==> config.mk <==
export PLATFORM = sky130hd
export DESIGN_NAME = hazard_forward_ctrl_flat
export DESIGN_NICKNAME = d
export VERILOG_FILES = /design/src/rtl/hazard_forward_ctrl_if.sv /design/src/rtl/hazard_forward_ctrl.sv /design/src/flat_wrapper.sv
export SDC_FILE = /design/constraint.sdc
export NUM_CORES = 1
export LEC_CHECK = 0
export CAP_MARGIN = 10
export CORE_UTILIZATION = 25
export DETAILED_ROUTE_END_ITERATION = 10
export GPL_ROUTABILITY_DRIVEN = 0
export SETUP_SLACK_MARGIN = 0.5
export SLEW_MARGIN = 20
export SYNTH_ARGS = -nofsm -noshare
export SYNTH_HDL_FRONTEND = slang
export SYNTH_SLANG_ARGS = --single-unit
==> constraint.sdc <==
create_clock -name clk -period 3.1 [get_ports clk]
set_clock_uncertainty 0.2 [all_clocks]
set_input_delay 0.62 -clock clk [delete_from_list [all_inputs] [get_ports clk]]
set_output_delay 0.62 -clock clk [all_outputs]
set_load 0.05 [all_outputs]
==> src/rtl/hazard_forward_ctrl_if.sv <==
// -----------------------------------------------------------------------------
// hazard_forward_ctrl_if
// Bundle between the pipeline datapath and the hazard/forwarding controller.
//   master : datapath side. Drives the decode-stage instruction info and
//            HoldAll, and receives the mux selects and the stall/flush controls.
//   slave  : controller side, with the opposite directions.
// Decode-side signals:
//   RsD/RtD, UseRsD/UseRtD, BranchD, WriteRegD, RegWriteD, MemtoRegD
// Freeze input:
//   HoldAll
// Controller outputs:
//   ForwardAD/BD, ForwardAE/BE, StallF, StallD, FlushE
// -----------------------------------------------------------------------------
interface hazard_forward_ctrl_if #(
    parameter int REG_W = 5
);
    logic [REG_W-1:0] RsD;
    logic [REG_W-1:0] RtD;
    logic             UseRsD;
    logic             UseRtD;
    logic             BranchD;
    logic [REG_W-1:0] WriteRegD;
    logic             RegWriteD;
    logic             MemtoRegD;
    logic             HoldAll;
    logic [1:0]       ForwardAD;
    logic [1:0]       ForwardBD;
    logic [1:0]       ForwardAE;
    logic [1:0]       ForwardBE;
    logic             StallF;
    logic             StallD;
    logic             FlushE;

    modport master (
        output RsD, RtD, UseRsD, UseRtD, BranchD, WriteRegD, RegWriteD, MemtoRegD, HoldAll,
        input  ForwardAD, ForwardBD, ForwardAE, ForwardBE, StallF, StallD, FlushE
    );

    modport slave (
        input  RsD, RtD, UseRsD, UseRtD, BranchD, WriteRegD, RegWriteD, MemtoRegD, HoldAll,
        output ForwardAD, ForwardBD, ForwardAE, ForwardBE, StallF, StallD, FlushE
    );
endinterface

==> src/rtl/hazard_forward_ctrl.sv <==
// -----------------------------------------------------------------------------
// hazard_forward_ctrl
// Hazard and forwarding controller for a 5-stage MIPS pipeline. It keeps its
// own copy of the destination info of the instructions in E, M and W. That
// copy is built from the decode-stage fields. From these slots and the current
// decode instruction it produces:
//   - the decode-stage forwarding selects for the branch comparator,
//   - the execute-stage forwarding selects for the ALU operands,
//   - StallF/StallD/FlushE for load-use and branch-compare hazards.
// Ports:
//   clk    : rising-edge clock
//   reset  : synchronous, active-high. Clears the slot valid bits and forces
//            all outputs to 0 while asserted.
//   hz     : hazard_forward_ctrl_if.slave (decode info in, selects/stalls out)
// Build option:
//   FWD_BRANCH_FROM_E_EN
//     Defined   : a branch in D may take the E-stage ALU result
//                 (ForwardxD = 10).
//     Undefined : a branch in D that depends on any E-stage writer stalls one
//                 cycle. It then forwards from M (ForwardxD = 01).
// Select encodings:
//   ForwardxD : 00 register file, 01 ALUOutM, 10 ALUOut(E)
//   ForwardxE : 00 register file, 01 ResultW, 10 ALUOutM
// -----------------------------------------------------------------------------
module hazard_forward_ctrl #(
    parameter int REG_W = 5
) (
    input logic                  clk,
    input logic                  reset,
    hazard_forward_ctrl_if.slave hz
);

    // Pipeline slots
    logic             e_valid_reg, e_reg_write_reg, e_mem_to_reg_reg;
    logic [REG_W-1:0] e_dest_reg, e_rs_reg, e_rt_reg;
    logic             e_use_rs_reg, e_use_rt_reg;
    logic             m_valid_reg, m_reg_write_reg, m_mem_to_reg_reg;
    logic [REG_W-1:0] m_dest_reg;
    logic             w_valid_reg, w_reg_write_reg;
    logic [REG_W-1:0] w_dest_reg;

    // Register 0 is hard-wired, so it never matches a producer.
    function automatic logic slot_match(input logic valid, input logic reg_write,
                                        input logic [REG_W-1:0] dest,
                                        input logic [REG_W-1:0] src);
        return valid && reg_write && (dest == src) && (src != '0);
    endfunction

    // Operand 0 = Rs (A side), operand 1 = Rt (B side)
    logic [REG_W-1:0] src_d [2];
    logic             use_d [2];
    logic [REG_W-1:0] src_e [2];
    logic             use_e [2];
    logic [1:0]       fwd_d [2];
    logic [1:0]       fwd_e [2];
    logic             lw_hit [2];
    logic             br_hit [2];
    logic             stall;

    assign src_d[0] = hz.RsD;
    assign src_d[1] = hz.RtD;
    assign use_d[0] = hz.UseRsD;
    assign use_d[1] = hz.UseRtD;
    assign src_e[0] = e_rs_reg;
    assign src_e[1] = e_rt_reg;
    assign use_e[0] = e_use_rs_reg;
    assign use_e[1] = e_use_rt_reg;

    genvar gi;
    generate
        for (gi = 0; gi < 2; gi++) begin : g_operand
            logic e_hit_d, m_hit_d, m_hit_e, w_hit_e;

            assign e_hit_d = use_d[gi] && slot_match(e_valid_reg, e_reg_write_reg, e_dest_reg, src_d[gi]);
            assign m_hit_d = use_d[gi] && slot_match(m_valid_reg, m_reg_write_reg, m_dest_reg, src_d[gi]);
            assign m_hit_e = use_e[gi] && slot_match(m_valid_reg, m_reg_write_reg, m_dest_reg, src_e[gi]);
            assign w_hit_e = use_e[gi] && slot_match(w_valid_reg, w_reg_write_reg, w_dest_reg, src_e[gi]);

            // M is younger than W, so its value wins.
            assign fwd_e[gi] = m_hit_e ? 2'b10 : (w_hit_e ? 2'b01 : 2'b00);

            // A load result is not ready in E, or in M for the decode-stage
            // compare. Those cases stall, so no select for them is needed.
`ifdef FWD_BRANCH_FROM_E_EN
            assign fwd_d[gi] = !hz.BranchD                      ? 2'b00 :
                               (e_hit_d && !e_mem_to_reg_reg)   ? 2'b10 :
                               (m_hit_d && !m_mem_to_reg_reg)   ? 2'b01 : 2'b00;
            assign br_hit[gi] = hz.BranchD && m_hit_d && m_mem_to_reg_reg;
`else
            assign fwd_d[gi] = !hz.BranchD                      ? 2'b00 :
                               (m_hit_d && !m_mem_to_reg_reg)   ? 2'b01 : 2'b00;
            // Without the E path, any branch dependency on E waits one cycle.
            assign br_hit[gi] = hz.BranchD && ((m_hit_d && m_mem_to_reg_reg) || e_hit_d);
`endif
            assign lw_hit[gi] = e_hit_d && e_mem_to_reg_reg;
        end
    endgenerate

    assign stall = lw_hit[0] || lw_hit[1] || br_hit[0] || br_hit[1];

    always_comb begin
        hz.ForwardAD = 2'b00;
        hz.ForwardBD = 2'b00;
        hz.ForwardAE = 2'b00;
        hz.ForwardBE = 2'b00;
        hz.StallF    = 1'b0;
        hz.StallD    = 1'b0;
        hz.FlushE    = 1'b0;
        if (!reset) begin
            hz.ForwardAD = fwd_d[0];
            hz.ForwardBD = fwd_d[1];
            hz.ForwardAE = fwd_e[0];
            hz.ForwardBE = fwd_e[1];
            if (hz.HoldAll) begin
                // Whole pipe frozen: hold F/D and keep E intact.
                hz.StallF = 1'b1;
                hz.StallD = 1'b1;
            end else begin
                hz.StallF = stall;
                hz.StallD = stall;
                hz.FlushE = stall;
            end
        end
    end

    always_ff @(posedge clk) begin
        if (reset) begin
            e_valid_reg <= 1'b0;
            m_valid_reg <= 1'b0;
            w_valid_reg <= 1'b0;
        end else if (!hz.HoldAll) begin
            w_valid_reg      <= m_valid_reg;
            w_reg_write_reg  <= m_reg_write_reg;
            w_dest_reg       <= m_dest_reg;
            m_valid_reg      <= e_valid_reg;
            m_reg_write_reg  <= e_reg_write_reg;
            m_mem_to_reg_reg <= e_mem_to_reg_reg;
            m_dest_reg       <= e_dest_reg;
            // A stalled decode instruction becomes a bubble in E. Clearing
            // the use bits keeps the bubble from raising stale E selects.
            e_valid_reg      <= !stall;
            e_reg_write_reg  <= hz.RegWriteD;
            e_mem_to_reg_reg <= hz.MemtoRegD;
            e_dest_reg       <= hz.WriteRegD;
            e_rs_reg         <= hz.RsD;
            e_rt_reg         <= hz.RtD;
            e_use_rs_reg     <= hz.UseRsD && !stall;
            e_use_rt_reg     <= hz.UseRtD && !stall;
        end
    end

endmodule
==> src/flat_wrapper.sv <==
// flat-port wrapper written by rule: the top's interface ports become plain ports
module hazard_forward_ctrl_flat 
#(
    parameter int REG_W = 5
)
  (clk, reset, hz_RsD, hz_RtD, hz_UseRsD, hz_UseRtD, hz_BranchD, hz_WriteRegD, hz_RegWriteD, hz_MemtoRegD, hz_HoldAll, hz_ForwardAD, hz_ForwardBD, hz_ForwardAE, hz_ForwardBE, hz_StallF, hz_StallD, hz_FlushE);
  hazard_forward_ctrl_if #(.REG_W(REG_W)) hz_i ();
  input logic clk;
  input logic reset;
  input wire logic [$bits(hz_i.RsD)-1:0] hz_RsD;
  input wire logic [$bits(hz_i.RtD)-1:0] hz_RtD;
  input wire logic [$bits(hz_i.UseRsD)-1:0] hz_UseRsD;
  input wire logic [$bits(hz_i.UseRtD)-1:0] hz_UseRtD;
  input wire logic [$bits(hz_i.BranchD)-1:0] hz_BranchD;
  input wire logic [$bits(hz_i.WriteRegD)-1:0] hz_WriteRegD;
  input wire logic [$bits(hz_i.RegWriteD)-1:0] hz_RegWriteD;
  input wire logic [$bits(hz_i.MemtoRegD)-1:0] hz_MemtoRegD;
  input wire logic [$bits(hz_i.HoldAll)-1:0] hz_HoldAll;
  output wire logic [$bits(hz_i.ForwardAD)-1:0] hz_ForwardAD;
  output wire logic [$bits(hz_i.ForwardBD)-1:0] hz_ForwardBD;
  output wire logic [$bits(hz_i.ForwardAE)-1:0] hz_ForwardAE;
  output wire logic [$bits(hz_i.ForwardBE)-1:0] hz_ForwardBE;
  output wire logic [$bits(hz_i.StallF)-1:0] hz_StallF;
  output wire logic [$bits(hz_i.StallD)-1:0] hz_StallD;
  output wire logic [$bits(hz_i.FlushE)-1:0] hz_FlushE;
  assign hz_i.RsD = hz_RsD;
  assign hz_i.RtD = hz_RtD;
  assign hz_i.UseRsD = hz_UseRsD;
  assign hz_i.UseRtD = hz_UseRtD;
  assign hz_i.BranchD = hz_BranchD;
  assign hz_i.WriteRegD = hz_WriteRegD;
  assign hz_i.RegWriteD = hz_RegWriteD;
  assign hz_i.MemtoRegD = hz_MemtoRegD;
  assign hz_i.HoldAll = hz_HoldAll;
  assign hz_ForwardAD = hz_i.ForwardAD;
  assign hz_ForwardBD = hz_i.ForwardBD;
  assign hz_ForwardAE = hz_i.ForwardAE;
  assign hz_ForwardBE = hz_i.ForwardBE;
  assign hz_StallF = hz_i.StallF;
  assign hz_StallD = hz_i.StallD;
  assign hz_FlushE = hz_i.FlushE;
  hazard_forward_ctrl #(.REG_W(REG_W)) u_core (.clk(clk), .reset(reset), .hz(hz_i));
endmodule
==> metrics.cfg, run 1 <==
[cells_and_area]
nets = 220
layout-area-overhead-vs-synth_pct = 57.3
fin_util_pct = 41.6
fillers = 586
multi_input_area_um2 = 858
regArea_mm2 = 0.00102
diodes = 0
drive_gt1_share_pct = 42.9

[setup_path]
start_kind = input port
cp_cell_sequence = buf_6, or4_4, o21ai_4, nor4_4, o211ai_2, a31oi_4, buf_6
path_class = input port to primary output
endpoint_kind = primary output
cpPeakStageDelay_ns = 0.54
path_max_fanout = 3
cp_slowest_cell = or4_4
critical_path.most_common_cell = buf_6
critPathArrivalTime_ns = 2.13
cp.required_ns = 2.28

[global_route]
antenna_found_initial = 0
grt_pass1_vias = 1242
grt_pass1_wl_mm = 6.17
overflow = 0
grt_max_degree = 34
grt_usage_pct = 11.5

[logic_synthesis]
syn_avg_cell_area_um2 = 13.0
ys_warn_count = 0
synth_edf_count = 32
syn_area_mm2 = 0.00172
synth_cell_type_count = 27
yosysSeqAreaShare_pct = 59.5
yosysMostFrequentCell = edfxtp_1
yosys_register_bits = 35
synth_common_cells = 32 x edfxtp_1, 28 x xnor2_1, 12 x xor2_1, 6 x nand4_1, 6 x nor2_1
synth_cells = 132
synth.largest_area_cell = edfxtp_1
async_flop_share_pct = 0
synth_top_cell_area_share_pct = 56.0
synthFlopType = edfxtp_1
synth_area_leaders = edfxtp_1 56%, xnor2_1 14%, xor2_1 6.1%

[sta]
tns_ns = 0
max_freq_mhz = 339
setup_slack_ns = 0.154
finalHoldViolations = 0
drv_slew = 0
final.min_clock_period_ns = 2.95
holdWs_ns = 0.265
rsz0062_at_grt = yes
setup_viol = 0
period_share_pct = 95.0

[die]
ios = 34
dieArea_mm2 = 0.00720
die_h_um = 84.8
initial_core_util_pct = 26.4
core_mm2 = 0.00649
die_w_um = 84.8
std_cell_rows = 29

[detailed_routing]
remaining_drc_errors = 1
drt_iter0_drc = 35
drt-vias-per-instance = 4.50
ant_nets = 0
routedWlPerCell_um = 14.3
first_pass_iters = 6
num_vias = 1238
wirelength_mm = 3.93

[clock_tree]
ctsRootBufferMaster = clkbuf_8
clkSlewWorstSetupHoldPaths_ns = 0.07
htreeDepth = 2
cts_buffer_depth = 2
clkLatencyLatePin_ns = 0.28
cts_buffers = 5
cts_sinks = 35
cts_tree = done

[power]
ir_drop_uv = 278
swShare_pct = 24.2
power_switching_uw = 258
p_total_uw = 1070
combPwrFrac_pct = 15.1
power_frac_seq_pct = 53.2
clkPwrFrac_pct = 31.7
p_int_uw = 808
power.static_leakage_uw = 0.000972
power_density_mw_per_mm2 = 395

[run_status]
violations = DRC
outcome = finished with violations

[placed_design]
place_ws_ns = -0.239
io_buffers = 31
hpwl_mm = 2.86

[flow_run]
cap_violations = 0

[worst_hold_path]
min_path_type = register to register

[what timing repair did]
action,in CTS,in global routing
resized for setup,59,23
setup endpoints to repair,9,9
cloned,0,0
pin swaps,14,23
hold buffers,0,0
setup buffers,4,12
[metrics by stage]
step / std cells / instance area [um2]
2_1_floorplan: 133 / 1830
3_3_place_gp: 251 / 2370
3_5_place_dp: 251 / 2370
4_1_cts: 263 / 2550
5_1_grt: 275 / 2700
6_report: 275 / 2700
[worst paths after layout]
check	startpoint	endpoint	slack [ns]	cells past startpoint
max	hz_RsD[0]	hz_StallF	0.15	7
min	u_core.e_mem_to_reg_reg	u_core.m_mem_to_reg_reg	0.26	0
max reg2reg	u_core.m_dest_reg[1]	u_core.e_use_rs_reg	0.83	7
min reg2reg	u_core.e_mem_to_reg_reg	u_core.m_mem_to_reg_reg	0.26	0
[metal layers]
| metal | up-vias | wire [um] | share of wire (%) | global-route usage, % |
|---|---|---|---|---|
| met5 | - | 0 | 0 | 0 |
| met4 | 0 | 71 | 1.8 | 4.93 |
| met3 | 7 | 127 | 3.2 | 2.92 |
| met2 | 28 | 2020 | 51 | 19.7 |
| met1 | 591 | 1710 | 43 | 13.8 |
| li1 | 612 | - | - | - |
[worst max-delay path, delay by kind of cell]
family | cells | cell delay [ns]
AO/OA/AOI/OAI | 3 | 0.63
AND/OR/NAND/NOR | 2 | 0.61
buffers and inverters | 2 | 0.26
[layout by cell type (no fill, tap or decap), types with 4 or more instances in the layout]
cell type,instances
buf_6,11
buf_2,4
clkbuf_8,6
xnor2_1,25
nor2_1,4
buf_12,7
xor2_1,12
buf_4,28
nand4_1,6
clkdlybuf4s50_1,8
edfxtp_1,32
nand2_1,4
[cell type report]
type                    instances  area share (%)
flip-flops and latches         35            37.8
multi-input cells              91            31.8
repair buffers                 63            23.3
well taps                      77            3.57
clock buffers                   7            3.20
clock inverters                 1           0.185
inverters                       1           0.139
[power groups by stage]
stage / registers [uW] / logic (uW) / clock network [uW]
after floorplan: 570 / 79.0 / 0
after global placement: 578 / 135 / 0
after detailed placement: 579 / 137 / 0
after CTS: 569 / 144 / 348
after global routing: 570 / 173 / 371
final: 567 / 161 / 338
[kinds of logic after synthesis]
logic type             Yosys count  synth area share (%)
AND/OR/NAND/NOR                 38                  12.7
flip-flops                      35                  59.5
buffers and inverters            7                  2.19
other                            1                 0.219
AO/OA/AOI/OAI                    9                  3.79
XOR/XNOR                        40                  20.4
multiplexers                     2                  1.17
(Power assumes the default switching activity.)
==> run 2, diff against run 1 <==
HOLD_SLACK_MARGIN = 0.1   (was unset)
==> results of run 2 <==
Same layout as run 1: the final DEF is identical, and so are final timing and power.
